### src/rtl/common_pkg.sv
//==============================================================================
// Module      : common_pkg
// Description : Shared types for the decode stage: instruction, control word,
//               encoding class, ALU operation and the ID/EX pipeline record.
// Revision    : 1.0 - initial release
//==============================================================================
`default_nettype none

package common_pkg;

    localparam int C_XLEN = 32;
    localparam int C_RW   = 5;

    typedef struct packed {
        logic [6:0] funct7;
        logic [4:0] rs2;
        logic [4:0] rs1;
        logic [2:0] funct3;
        logic [4:0] rd;
        logic [6:0] opcode;
    } instruction_t;

    typedef enum logic [2:0] {
        ENC_R, ENC_I, ENC_S, ENC_B, ENC_U, ENC_J, ENC_X
    } encoding_t;

    typedef enum logic [3:0] {
        ALU_ADD, ALU_SUB, ALU_SLL, ALU_SLT, ALU_SLTU, ALU_XOR,
        ALU_SRL, ALU_SRA, ALU_OR, ALU_AND, ALU_PASS_B
    } alu_op_t;

    typedef struct packed {
        encoding_t         encoding;
        alu_op_t           alu_op;
        logic              alu_src;
        logic              mem_read;
        logic              mem_write;
        logic              reg_write;
        logic              branch;
        logic              jump;
        logic [C_RW-1:0]   write_back_id;
    } control_t;

    typedef struct packed {
        logic [C_XLEN-1:0] pc;
        logic [C_XLEN-1:0] imm;
        control_t          control;
        logic [C_XLEN-1:0] read1;
        logic [C_XLEN-1:0] read2;
        logic [C_RW-1:0]   rs1;
        logic [C_RW-1:0]   rs2;
    } id_ex_t;

    // funct3 -> ALU op; alt selects SUB/SRA where funct7[5] distinguishes them
    function automatic alu_op_t alu_from_funct(input logic [2:0] funct3, input logic alt);
        case (funct3)
            3'b000:  alu_from_funct = alt ? ALU_SUB : ALU_ADD;
            3'b001:  alu_from_funct = ALU_SLL;
            3'b010:  alu_from_funct = ALU_SLT;
            3'b011:  alu_from_funct = ALU_SLTU;
            3'b100:  alu_from_funct = ALU_XOR;
            3'b101:  alu_from_funct = alt ? ALU_SRA : ALU_SRL;
            3'b110:  alu_from_funct = ALU_OR;
            default: alu_from_funct = ALU_AND;
        endcase
    endfunction

endpackage

`default_nettype wire

### src/rtl/control.sv
//==============================================================================
// Module      : control
// Description : Opcode decoder producing the control word of an instruction.
// Revision    : 1.0 - initial release
//==============================================================================
`default_nettype none

module control
    import common_pkg::*;
(
    input  instruction_t instruction,
    output control_t     ctrl
);

    // Decode opcode into encoding class and datapath controls; unknown -> ENC_X
    always_comb begin
        ctrl          = '0;
        ctrl.encoding = ENC_X;
        ctrl.alu_op   = ALU_ADD;
        case (instruction.opcode)
            7'b0110011: begin
                ctrl.encoding  = ENC_R;
                ctrl.reg_write = 1'b1;
                ctrl.alu_op    = alu_from_funct(instruction.funct3, instruction.funct7[5]);
            end
            7'b0010011: begin
                ctrl.encoding  = ENC_I;
                ctrl.reg_write = 1'b1;
                ctrl.alu_src   = 1'b1;
                ctrl.alu_op    = alu_from_funct(instruction.funct3,
                                     (instruction.funct3 == 3'b101) && instruction.funct7[5]);
            end
            7'b0000011: begin
                ctrl.encoding  = ENC_I;
                ctrl.reg_write = 1'b1;
                ctrl.alu_src   = 1'b1;
                ctrl.mem_read  = 1'b1;
            end
            7'b0100011: begin
                ctrl.encoding  = ENC_S;
                ctrl.alu_src   = 1'b1;
                ctrl.mem_write = 1'b1;
            end
            7'b1100011: begin
                ctrl.encoding  = ENC_B;
                ctrl.branch    = 1'b1;
                ctrl.alu_op    = ALU_SUB;
            end
            7'b0110111: begin
                ctrl.encoding  = ENC_U;
                ctrl.reg_write = 1'b1;
                ctrl.alu_src   = 1'b1;
                ctrl.alu_op    = ALU_PASS_B;
            end
            7'b0010111: begin
                ctrl.encoding  = ENC_U;
                ctrl.reg_write = 1'b1;
                ctrl.alu_src   = 1'b1;
            end
            7'b1101111: begin
                ctrl.encoding  = ENC_J;
                ctrl.reg_write = 1'b1;
                ctrl.jump      = 1'b1;
            end
            7'b1100111: begin
                ctrl.encoding  = ENC_I;
                ctrl.reg_write = 1'b1;
                ctrl.alu_src   = 1'b1;
                ctrl.jump      = 1'b1;
            end
            default: ;
        endcase
        ctrl.write_back_id = ctrl.reg_write ? instruction.rd : '0;
    end

endmodule

`default_nettype wire

### src/rtl/imm_gen.sv
//==============================================================================
// Module      : imm_gen
// Description : Immediate extraction and sign extension by encoding class.
// Revision    : 1.0 - initial release
//==============================================================================
`default_nettype none

module imm_gen
    import common_pkg::*;
#(
    parameter int XLEN = 32
) (
    input  instruction_t    instruction,
    input  encoding_t       encoding,
    output logic [XLEN-1:0] imm
);

    logic [31:0] ins;
    logic [31:0] imm32;

    assign ins = instruction;

    // Reassemble the scattered immediate bits; R/unknown carry no immediate
    always_comb begin
        imm32 = '0;
        case (encoding)
            ENC_I:   imm32 = {{20{ins[31]}}, ins[31:20]};
            ENC_S:   imm32 = {{20{ins[31]}}, ins[31:25], ins[11:7]};
            ENC_B:   imm32 = {{19{ins[31]}}, ins[31], ins[7], ins[30:25], ins[11:8], 1'b0};
            ENC_U:   imm32 = {ins[31:12], 12'b0};
            ENC_J:   imm32 = {{11{ins[31]}}, ins[31], ins[19:12], ins[20], ins[30:21], 1'b0};
            default: imm32 = '0;
        endcase
    end

    assign imm = XLEN'($signed(imm32));

endmodule

`default_nettype wire

### src/rtl/regfile_bypass.sv
//==============================================================================
// Module      : regfile_bypass
// Description : Register file, 1 sync write port, 2 comb read ports with
//               same-cycle write-data bypass; x0 hard-wired to zero.
// Revision    : 1.0 - initial release
//==============================================================================
`default_nettype none

module regfile_bypass #(
    parameter int              XLEN      = 32,
    parameter int              REG_COUNT = 32,
    parameter logic [XLEN-1:0] SP_RESET  = 32'h0000_1000,
    localparam int             RW        = $clog2(REG_COUNT)
) (
    input  logic            clk,
    input  logic            rst,
    input  logic            we,
    input  logic [RW-1:0]   wr_id,
    input  logic [XLEN-1:0] wr_data,
    input  logic [RW-1:0]   rd_id1,
    input  logic [RW-1:0]   rd_id2,
    output logic [XLEN-1:0] rd_data1,
    output logic [XLEN-1:0] rd_data2
);

    logic [XLEN-1:0] regs [REG_COUNT];

    // Reset clears everything except the stack pointer; x0 is never written
    always_ff @(posedge clk) begin
        if (!rst) begin
            for (int i = 0; i < REG_COUNT; i++) begin
                regs[i] <= (i == 2) ? SP_RESET : '0;
            end
        end else if (we && (wr_id != '0)) begin
            regs[wr_id] <= wr_data;
        end
    end

    // Reads see the write in flight this cycle so no write-back gap exists
    always_comb begin
        rd_data1 = regs[rd_id1];
        rd_data2 = regs[rd_id2];
        if (we && (wr_id == rd_id1)) rd_data1 = wr_data;
        if (we && (wr_id == rd_id2)) rd_data2 = wr_data;
        if (rd_id1 == '0) rd_data1 = '0;
        if (rd_id2 == '0) rd_data2 = '0;
    end

endmodule

`default_nettype wire

### src/rtl/decode_stage_pipelined.sv
//==============================================================================
// Module      : decode_stage_pipelined
// Description : Decode stage with registered ID/EX output, valid/ready
//               handshake, load-use bubble insertion, flush and WB bypass.
// Revision    : 1.0 - initial release
//==============================================================================
`default_nettype none

module decode_stage_pipelined
    import common_pkg::*;
#(
    parameter int              XLEN      = 32,
    parameter int              REG_COUNT = 32,
    parameter logic [XLEN-1:0] SP_RESET  = 32'h0000_1000,
    localparam int             RW        = $clog2(REG_COUNT)
) (
    input  logic            clk,
    input  logic            rst,
    input  logic            in_valid,
    output logic            in_ready,
    input  instruction_t    instruction,
    input  logic [XLEN-1:0] pc,
    input  logic            wb_reg_write,
    input  logic [RW-1:0]   wb_id,
    input  logic [XLEN-1:0] wb_data,
    input  logic            flush,
    output logic            out_valid,
    input  logic            out_ready,
    output logic [XLEN-1:0] out_pc,
    output logic [XLEN-1:0] out_imm,
    output control_t        out_control,
    output logic [XLEN-1:0] out_read1,
    output logic [XLEN-1:0] out_read2,
    output logic [RW-1:0]   out_rs1,
    output logic [RW-1:0]   out_rs2
);

    control_t        dec_ctrl;
    logic [XLEN-1:0] dec_imm;
    logic [XLEN-1:0] dec_read1;
    logic [XLEN-1:0] dec_read2;
    logic [RW-1:0]   rs1;
    logic [RW-1:0]   rs2;
    logic            uses_rs1;
    logic            uses_rs2;
    logic            advance;
    logic            hazard;
    id_ex_t          id_ex;
    logic            id_ex_valid;

    assign rs1 = RW'(instruction.rs1);
    assign rs2 = RW'(instruction.rs2);

    control u_control (
        .instruction (instruction),
        .ctrl        (dec_ctrl)
    );

    imm_gen #(.XLEN(XLEN)) u_imm_gen (
        .instruction (instruction),
        .encoding    (dec_ctrl.encoding),
        .imm         (dec_imm)
    );

    regfile_bypass #(
        .XLEN      (XLEN),
        .REG_COUNT (REG_COUNT),
        .SP_RESET  (SP_RESET)
    ) u_regfile (
        .clk      (clk),
        .rst      (rst),
        .we       (wb_reg_write),
        .wr_id    (wb_id),
        .wr_data  (wb_data),
        .rd_id1   (rs1),
        .rd_id2   (rs2),
        .rd_data1 (dec_read1),
        .rd_data2 (dec_read2)
    );

    // Load in ID/EX whose destination feeds an operand of the incoming instruction
    always_comb begin
        uses_rs1 = dec_ctrl.encoding inside {ENC_R, ENC_I, ENC_S, ENC_B};
        uses_rs2 = dec_ctrl.encoding inside {ENC_R, ENC_S, ENC_B};
        advance  = !id_ex_valid || out_ready;
        hazard   = in_valid && id_ex_valid && id_ex.control.mem_read &&
                   (id_ex.control.write_back_id != '0) &&
                   ((uses_rs1 && (id_ex.control.write_back_id == rs1)) ||
                    (uses_rs2 && (id_ex.control.write_back_id == rs2)));
        in_ready = flush || (advance && !hazard);
    end

    // ID/EX register: reset > flush > hazard bubble > advance > hold
    always_ff @(posedge clk) begin
        if (!rst) begin
            id_ex_valid <= 1'b0;
            id_ex       <= '0;
        end else if (flush) begin
            id_ex_valid <= 1'b0;
        end else if (advance) begin
            if (hazard) begin
                id_ex_valid <= 1'b0;
            end else begin
                id_ex_valid   <= in_valid;
                id_ex.pc      <= pc;
                id_ex.imm     <= dec_imm;
                id_ex.control <= dec_ctrl;
                id_ex.read1   <= dec_read1;
                id_ex.read2   <= dec_read2;
                id_ex.rs1     <= rs1;
                id_ex.rs2     <= rs2;
            end
        end
    end

    assign out_valid   = id_ex_valid;
    assign out_pc      = id_ex.pc;
    assign out_imm     = id_ex.imm;
    assign out_control = id_ex.control;
    assign out_read1   = id_ex.read1;
    assign out_read2   = id_ex.read2;
    assign out_rs1     = id_ex.rs1;
    assign out_rs2     = id_ex.rs2;

endmodule

`default_nettype wire
### config.mk
export PLATFORM = sky130hd
export DESIGN_NAME = decode_stage_pipelined
export DESIGN_NICKNAME = d
export VERILOG_FILES = /design/src/rtl/common_pkg.sv /design/src/rtl/control.sv /design/src/rtl/imm_gen.sv /design/src/rtl/regfile_bypass.sv /design/src/rtl/decode_stage_pipelined.sv
export SDC_FILE = /design/constraint.sdc
export NUM_CORES = 2
export LEC_CHECK = 0
export CAP_MARGIN = 10
export CORE_MARGIN = 1
export CORE_UTILIZATION = 32
export DETAILED_ROUTE_END_ITERATION = 6
export PLACE_DENSITY = 0.51
export RECOVER_POWER = 100
export SYNTH_ARGS = -nofsm -noshare
export SYNTH_HDL_FRONTEND = slang
export SYNTH_HIERARCHICAL = 1
export SYNTH_SLANG_ARGS = --single-unit
### constraint.sdc
create_clock -name clk -period 7.65 [get_ports clk]
set_input_delay 1.1475 -clock clk [delete_from_list [all_inputs] [get_ports clk]]
set_output_delay 1.1475 -clock clk [all_outputs]
set_load 0.01 [all_outputs]
==> results.sh <==
export IMPL_worst_slew_pin_slew_ns=3.23
export IMPL_chipHeight_um=452
export IMPL_initial_core_util_pct=32.3
export IMPL_path_cells="clkbuf_1, nand4_1, clkbuf_1, nor2_1, clkbuf_2, and2_1"
export IMPL_synth_edff_count=1024
export IMPL_overflow=0
export IMPL_p_sw_share_pct=27.5
export IMPL_finalClockSkew_ns=0.0291
export IMPL_crit_buf_inv=3
export IMPL_cap_viol_max_count=33
export IMPL_proportion_of_power_drawn_by_combinational_gates_pct=14.0
export IMPL_areaGrowthSynthToFinish_pct=15.3
export IMPL_endpoint_kind="flop"
export IMPL_critPathArrivalTime_ns=7.04
export IMPL_worst_skew_pair_late_latency_ns=0.81
export IMPL_gp_congestion=0.910
export IMPL_post_synth_xor_area_fraction_pct=0.271
export IMPL_drt_initial_drc_count=6663
export IMPL_gr_usage_all_layers_pct=25.9
export IMPL_grt_start_max_net_pins=311
export IMPL_cts_clk_slew_worst_paths_ns=0.06
export IMPL_layout_cells_non_filler=7790
export IMPL_post_cts_resize_count=0
export IMPL_clockBufferDepth=3
export IMPL_master_cell_of_the_clock_root_buffer="sky130_fd_sc_hd__clkbuf_16"
export IMPL_crit_top_cell="sky130_fd_sc_hd__clkbuf_1"
export IMPL_total_via_count_in_the_routed_design=47300
export IMPL_internal_power_uw=12100
export IMPL_path_class_of_the_lowest_slack_min_delay_path="flop to flop"
export IMPL_setup_worst_path_start_class="primary input"
export IMPL_finalMaxSlewViolations=854
export IMPL_synth_warning_count=6
export IMPL_ys_seq_elements=1181
export IMPL_grt_antenna_before_repair=41
export IMPL_io_buffers=264
export IMPL_cts_sinks=1181
export IMPL_cp_slowest_cell="sky130_fd_sc_hd__clkbuf_1"
export IMPL_synth_adder_area_share_pct=0
export IMPL_finalHoldViolations=0
export IMPL_rsz0062_at_grt="false"
export IMPL_placed_cells=7530
export IMPL_synth_yosys_seq_area_share_pct=52.4
export IMPL_synth_compound_area_share_pct=8.37
export IMPL_wire_length_of_the_first_global_routing_pass_mm=372
export IMPL_antenna_left=0
export IMPL_fin_crit_ns=6.38
export IMPL_routed_via_density=6.07
export IMPL_final_min_period_over_clock_period_pct=83.4
export IMPL_synthesis_area_per_instance_um2=13.0
export IMPL_wire_per_inst_um=34.8
export IMPL_ys_async_sr_fraction_pct=0
export IMPL_timing_setup_critical_path_class="primary input to flop"
export IMPL_cts_htree_levels=4
export IMPL_setup_tns_ns=0
export IMPL_pwr_density_cell_nw_per_um2=223
export IMPL_setup_violations=0
export IMPL_via_count_of_the_first_global_routing_pass=45300
export IMPL_post_cts_setup_buffer_count=0
export IMPL_slew_limit_headroom_pct=-115
export IMPL_critical_path_peak_fanout=68
export IMPL_timing_critical_path_slowest_cell_delay_ns=2.23
export IMPL_maxClockFrequency_mhz=157
export IMPL_synthMuxAreaShare_pct=17.9
export IMPL_status="complete, but fails checks"
export IMPL_cts_hold_buf=0
export IMPL_main_combinational_cell_family_by_area_after_synthesis="multiplexers"
export IMPL_worst_ir_drop_vdd_mv=0.261
export IMPL_seqPwrFrac_pct=45.7
export IMPL_ys_dominant_reg_cell="sky130_fd_sc_hd__edfxtp_1"
export IMPL_synth_cell_area_um2=64700
export IMPL_drive_above_1_share_pct=16.8
export IMPL_cp_data_required_time_ns=8.31
export IMPL_route_final_wire_length_mm=271
export IMPL_violated_checks="capacitance limit, slew limit"
export IMPL_floorplan_die_area_um2=204000
export IMPL_switchingPower_uw=4570
export IMPL_drt_pre_antenna_iters=6
export IMPL_tritoncts_num_buffers=139
export IMPL_cell_family_with_most_cp_delay="buffers and inverters"
export IMPL_fin_nets=5123
export IMPL_std_cell_rows=164
export IMPL_pwr_share_clk_pct=40.2
export IMPL_ioPinCount=265
export IMPL_synth_simple_gate_area_share_pct=16.9
export IMPL_cts_tree="built"
export IMPL_detailed_place_hpwl_mm=168
export IMPL_die_width_um=452
export IMPL_power_leakage_uw=0.0263
export IMPL_coreArea_um2=200000
export IMPL_detail_route_drc_violations=0
export IMPL_synthCells=4979
export IMPL_synth_lib_cells_used_distinct=76
==> sequential cells by signal, summed over array words and instances, names as in the netlist <==
name and count:
out_control 18, out_imm 32, out_pc 32, out_read1 32
out_read2 32, out_rs1 5, out_rs2 5, out_valid 1
u_regfile/regs 1024
==> area by class of cell <==
class,instances,area (um2)
Clock buffer,186,3840
Timing Repair Buffer,450,4110
Antenna cell,11,27.5
Multi-Input combinational cell,3237,28700
Inverter,7,26.3
Sequential cell,1181,33900
Clock inverter,62,623
Fill cell,19100,126000
Tap cell,2656,3320
==> power groups by stage <==
stage | Combinational (uW) | Sequential [uW] | Clock [uW]
floorplan | 1210 | 7710 | 0
global placement | 2330 | 7720 | 0
finish | 2340 | 7620 | 6690
global route | 2400 | 7660 | 7010
CTS | 2330 | 7610 | 6790
detailed placement | 2330 | 7740 | 0
==> placed cells by master, fill, tap and decap left out, types with 9 or more instances in the layout <==
| cell type | instances |
|---|---|
| sky130_fd_sc_hd__a22o_1 | 58 |
| sky130_fd_sc_hd__o21ai_0 | 23 |
| sky130_fd_sc_hd__nor2_4 | 14 |
| sky130_fd_sc_hd__nand2_1 | 57 |
| sky130_fd_sc_hd__nand4_1 | 159 |
| sky130_fd_sc_hd__a21oi_1 | 82 |
| sky130_fd_sc_hd__nand2b_1 | 160 |
| sky130_fd_sc_hd__a21o_1 | 9 |
| sky130_fd_sc_hd__a2111oi_0 | 22 |
| sky130_fd_sc_hd__and3_1 | 157 |
| sky130_fd_sc_hd__and2_0 | 321 |
| sky130_fd_sc_hd__clkdlybuf4s50_1 | 96 |
| sky130_fd_sc_hd__clkinv_2 | 18 |
| sky130_fd_sc_hd__clkbuf_1 | 52 |
| sky130_fd_sc_hd__dlygate4sd3_1 | 158 |
| sky130_fd_sc_hd__buf_4 | 151 |
| sky130_fd_sc_hd__xnor2_1 | 20 |
| sky130_fd_sc_hd__clkbuf_16 | 144 |
| sky130_fd_sc_hd__o221ai_1 | 42 |
| sky130_fd_sc_hd__clkinv_1 | 19 |
| sky130_fd_sc_hd__and2_1 | 679 |
| sky130_fd_sc_hd__mux4_2 | 388 |
| sky130_fd_sc_hd__a32oi_1 | 164 |
| sky130_fd_sc_hd__a22oi_1 | 133 |
| sky130_fd_sc_hd__o21ai_4 | 29 |
| sky130_fd_sc_hd__a221o_1 | 13 |
| sky130_fd_sc_hd__o221a_2 | 18 |
| sky130_fd_sc_hd__o211ai_1 | 11 |
| sky130_fd_sc_hd__mux2i_1 | 281 |
| sky130_fd_sc_hd__nor2_1 | 36 |
| sky130_fd_sc_hd__buf_12 | 11 |
| sky130_fd_sc_hd__edfxtp_1 | 1024 |
| sky130_fd_sc_hd__o22ai_1 | 41 |
| sky130_fd_sc_hd__conb_1 | 32 |
| sky130_fd_sc_hd__nand3_1 | 167 |
| sky130_fd_sc_hd__diode_2 | 11 |
| sky130_fd_sc_hd__dfxtp_1 | 157 |
==> layer usage <==
metal  wire length, um  track usage (%)  up-vias  share of wire, %
met2            119000             39.3     2888                44
met3             30400             7.01      532                11
met1            109000             34.9    24500                40
met5               159                0        -             0.059
li1                  -                -    19400                 -
met4             12400             10.5       20               4.6
==> worst reg2reg max path, stage by stage, from the launching register on <==
cell and delay, ns:
sky130_fd_sc_hd__dfxtp_1 0.56, sky130_fd_sc_hd__or4_4 0.23, sky130_fd_sc_hd__o21a_4 0.12, sky130_fd_sc_hd__clkbuf_2 1.74, sky130_fd_sc_hd__clkbuf_2 1.42, sky130_fd_sc_hd__nand4_1 0.28
sky130_fd_sc_hd__nand3_1 0.21
==> path summary, 6_finish.rpt <==
path / from / end / slack (ns) / cells after the start
min reg2reg: out_imm[5]$_SDFFE_PN0P_ / out_imm[5]$_SDFFE_PN0P_ / 0.49 / 2
max reg2reg: out_control[1]$_SDFFE_PN0P_ / out_read2[5]$_SDFFE_PN0P_ / 3.03 / 6
max: rst / u_regfile/regs[7][3]$_SDFFCE_PN0P_ / 1.27 / 6
min: out_imm[5]$_SDFFE_PN0P_ / out_imm[5]$_SDFFE_PN0P_ / 0.49 / 2
==> Yosys cell counts, types with 4 or more instances <==
| master | number | share of area [%] |
|---|---|---|
| sky130_fd_sc_hd__edfxtp_1 | 1024 | 48 |
| sky130_fd_sc_hd__and2_1 | 1001 | 9.7 |
| sky130_fd_sc_hd__clkbuf_1 | 399 | 2.3 |
| sky130_fd_sc_hd__mux4_2 | 388 | 14 |
| sky130_fd_sc_hd__mux2i_1 | 281 | 4.3 |
| sky130_fd_sc_hd__nand3_1 | 167 | 1.3 |
| sky130_fd_sc_hd__a32oi_1 | 164 | 2.2 |
| sky130_fd_sc_hd__nand2b_1 | 160 | 1.5 |
| sky130_fd_sc_hd__nand4_1 | 159 | 1.5 |
| sky130_fd_sc_hd__and3_1 | 157 | 1.5 |
| sky130_fd_sc_hd__dfxtp_1 | 157 | 4.9 |
| sky130_fd_sc_hd__a22oi_1 | 133 | 1.5 |
| sky130_fd_sc_hd__buf_2 | 95 | 0.74 |
| sky130_fd_sc_hd__a21oi_1 | 82 | 0.63 |
| sky130_fd_sc_hd__a22o_1 | 58 | 0.79 |
| sky130_fd_sc_hd__nand2_1 | 58 | 0.34 |
| sky130_fd_sc_hd__o21ai_0 | 54 | 0.42 |
| sky130_fd_sc_hd__nor2_1 | 51 | 0.30 |
| sky130_fd_sc_hd__o221ai_1 | 42 | 0.57 |
| sky130_fd_sc_hd__buf_4 | 41 | 0.48 |
| sky130_fd_sc_hd__o22ai_1 | 41 | 0.40 |
| sky130_fd_sc_hd__buf_1 | 26 | 0.15 |
| sky130_fd_sc_hd__a2111oi_0 | 24 | 0.32 |
| sky130_fd_sc_hd__buf_6 | 24 | 0.42 |
| sky130_fd_sc_hd__xnor2_1 | 20 | 0.27 |
| sky130_fd_sc_hd__o221a_2 | 18 | 0.31 |
| sky130_fd_sc_hd__a221o_1 | 13 | 0.20 |
| sky130_fd_sc_hd__o211ai_1 | 11 | 0.13 |
| sky130_fd_sc_hd__a21o_1 | 9 | 0.10 |
| sky130_fd_sc_hd__nor3b_1 | 9 | 0.10 |
| sky130_fd_sc_hd__a211oi_1 | 8 | 0.093 |
| sky130_fd_sc_hd__a31oi_1 | 7 | 0.068 |
| sky130_fd_sc_hd__inv_1 | 7 | 0.041 |
| sky130_fd_sc_hd__nor2b_1 | 7 | 0.068 |
| sky130_fd_sc_hd__mux2_2 | 5 | 0.087 |
| sky130_fd_sc_hd__o32ai_1 | 5 | 0.068 |
| sky130_fd_sc_hd__a211o_1 | 4 | 0.054 |
| sky130_fd_sc_hd__a221oi_1 | 4 | 0.054 |
| sky130_fd_sc_hd__nand3b_1 | 4 | 0.046 |
| sky130_fd_sc_hd__nor3_1 | 4 | 0.031 |
| sky130_fd_sc_hd__o22a_1 | 4 | 0.054 |
| sky130_fd_sc_hd__o31ai_1 | 4 | 0.046 |
| sky130_fd_sc_hd__or3_1 | 4 | 0.039 |
==> cells by family (layout without fill, tap and decap cells) <==
family / after synthesis / count (layout)
flops: 1181 / 1181
xor+xnor: 20 / 20
other cells: 1 / 43
buf+inv: 592 / 705
mux: 674 / 674
compound gates: 705 / 705
simple gates: 1806 / 1806
==> stage by stage <==
| step | area [um2] | utilization [%] | worst slack (ns) | total power [uW] | hold WS [ns] |
|---|---|---|---|---|---|
| 5_1_grt | 74600 | 37.2 | 1.08 | 17100 | 0.518 |
| 4_1_cts | 74800 | 37.3 | 2.34 | 16700 | 0.497 |
| 3_3_place_gp | 70300 | 35.1 | 2.32 | 10000 | 0.480 |
| 3_5_place_dp | 70300 | 35.1 | 2.33 | 10100 | 0.489 |
| 2_1_floorplan | 64800 | - | 2.88 | 8920 | 0.518 |
| 6_report | 74600 | 37.2 | 1.27 | 16700 | 0.492 |
No activity file was read; power rests on OpenSTA's default activity.
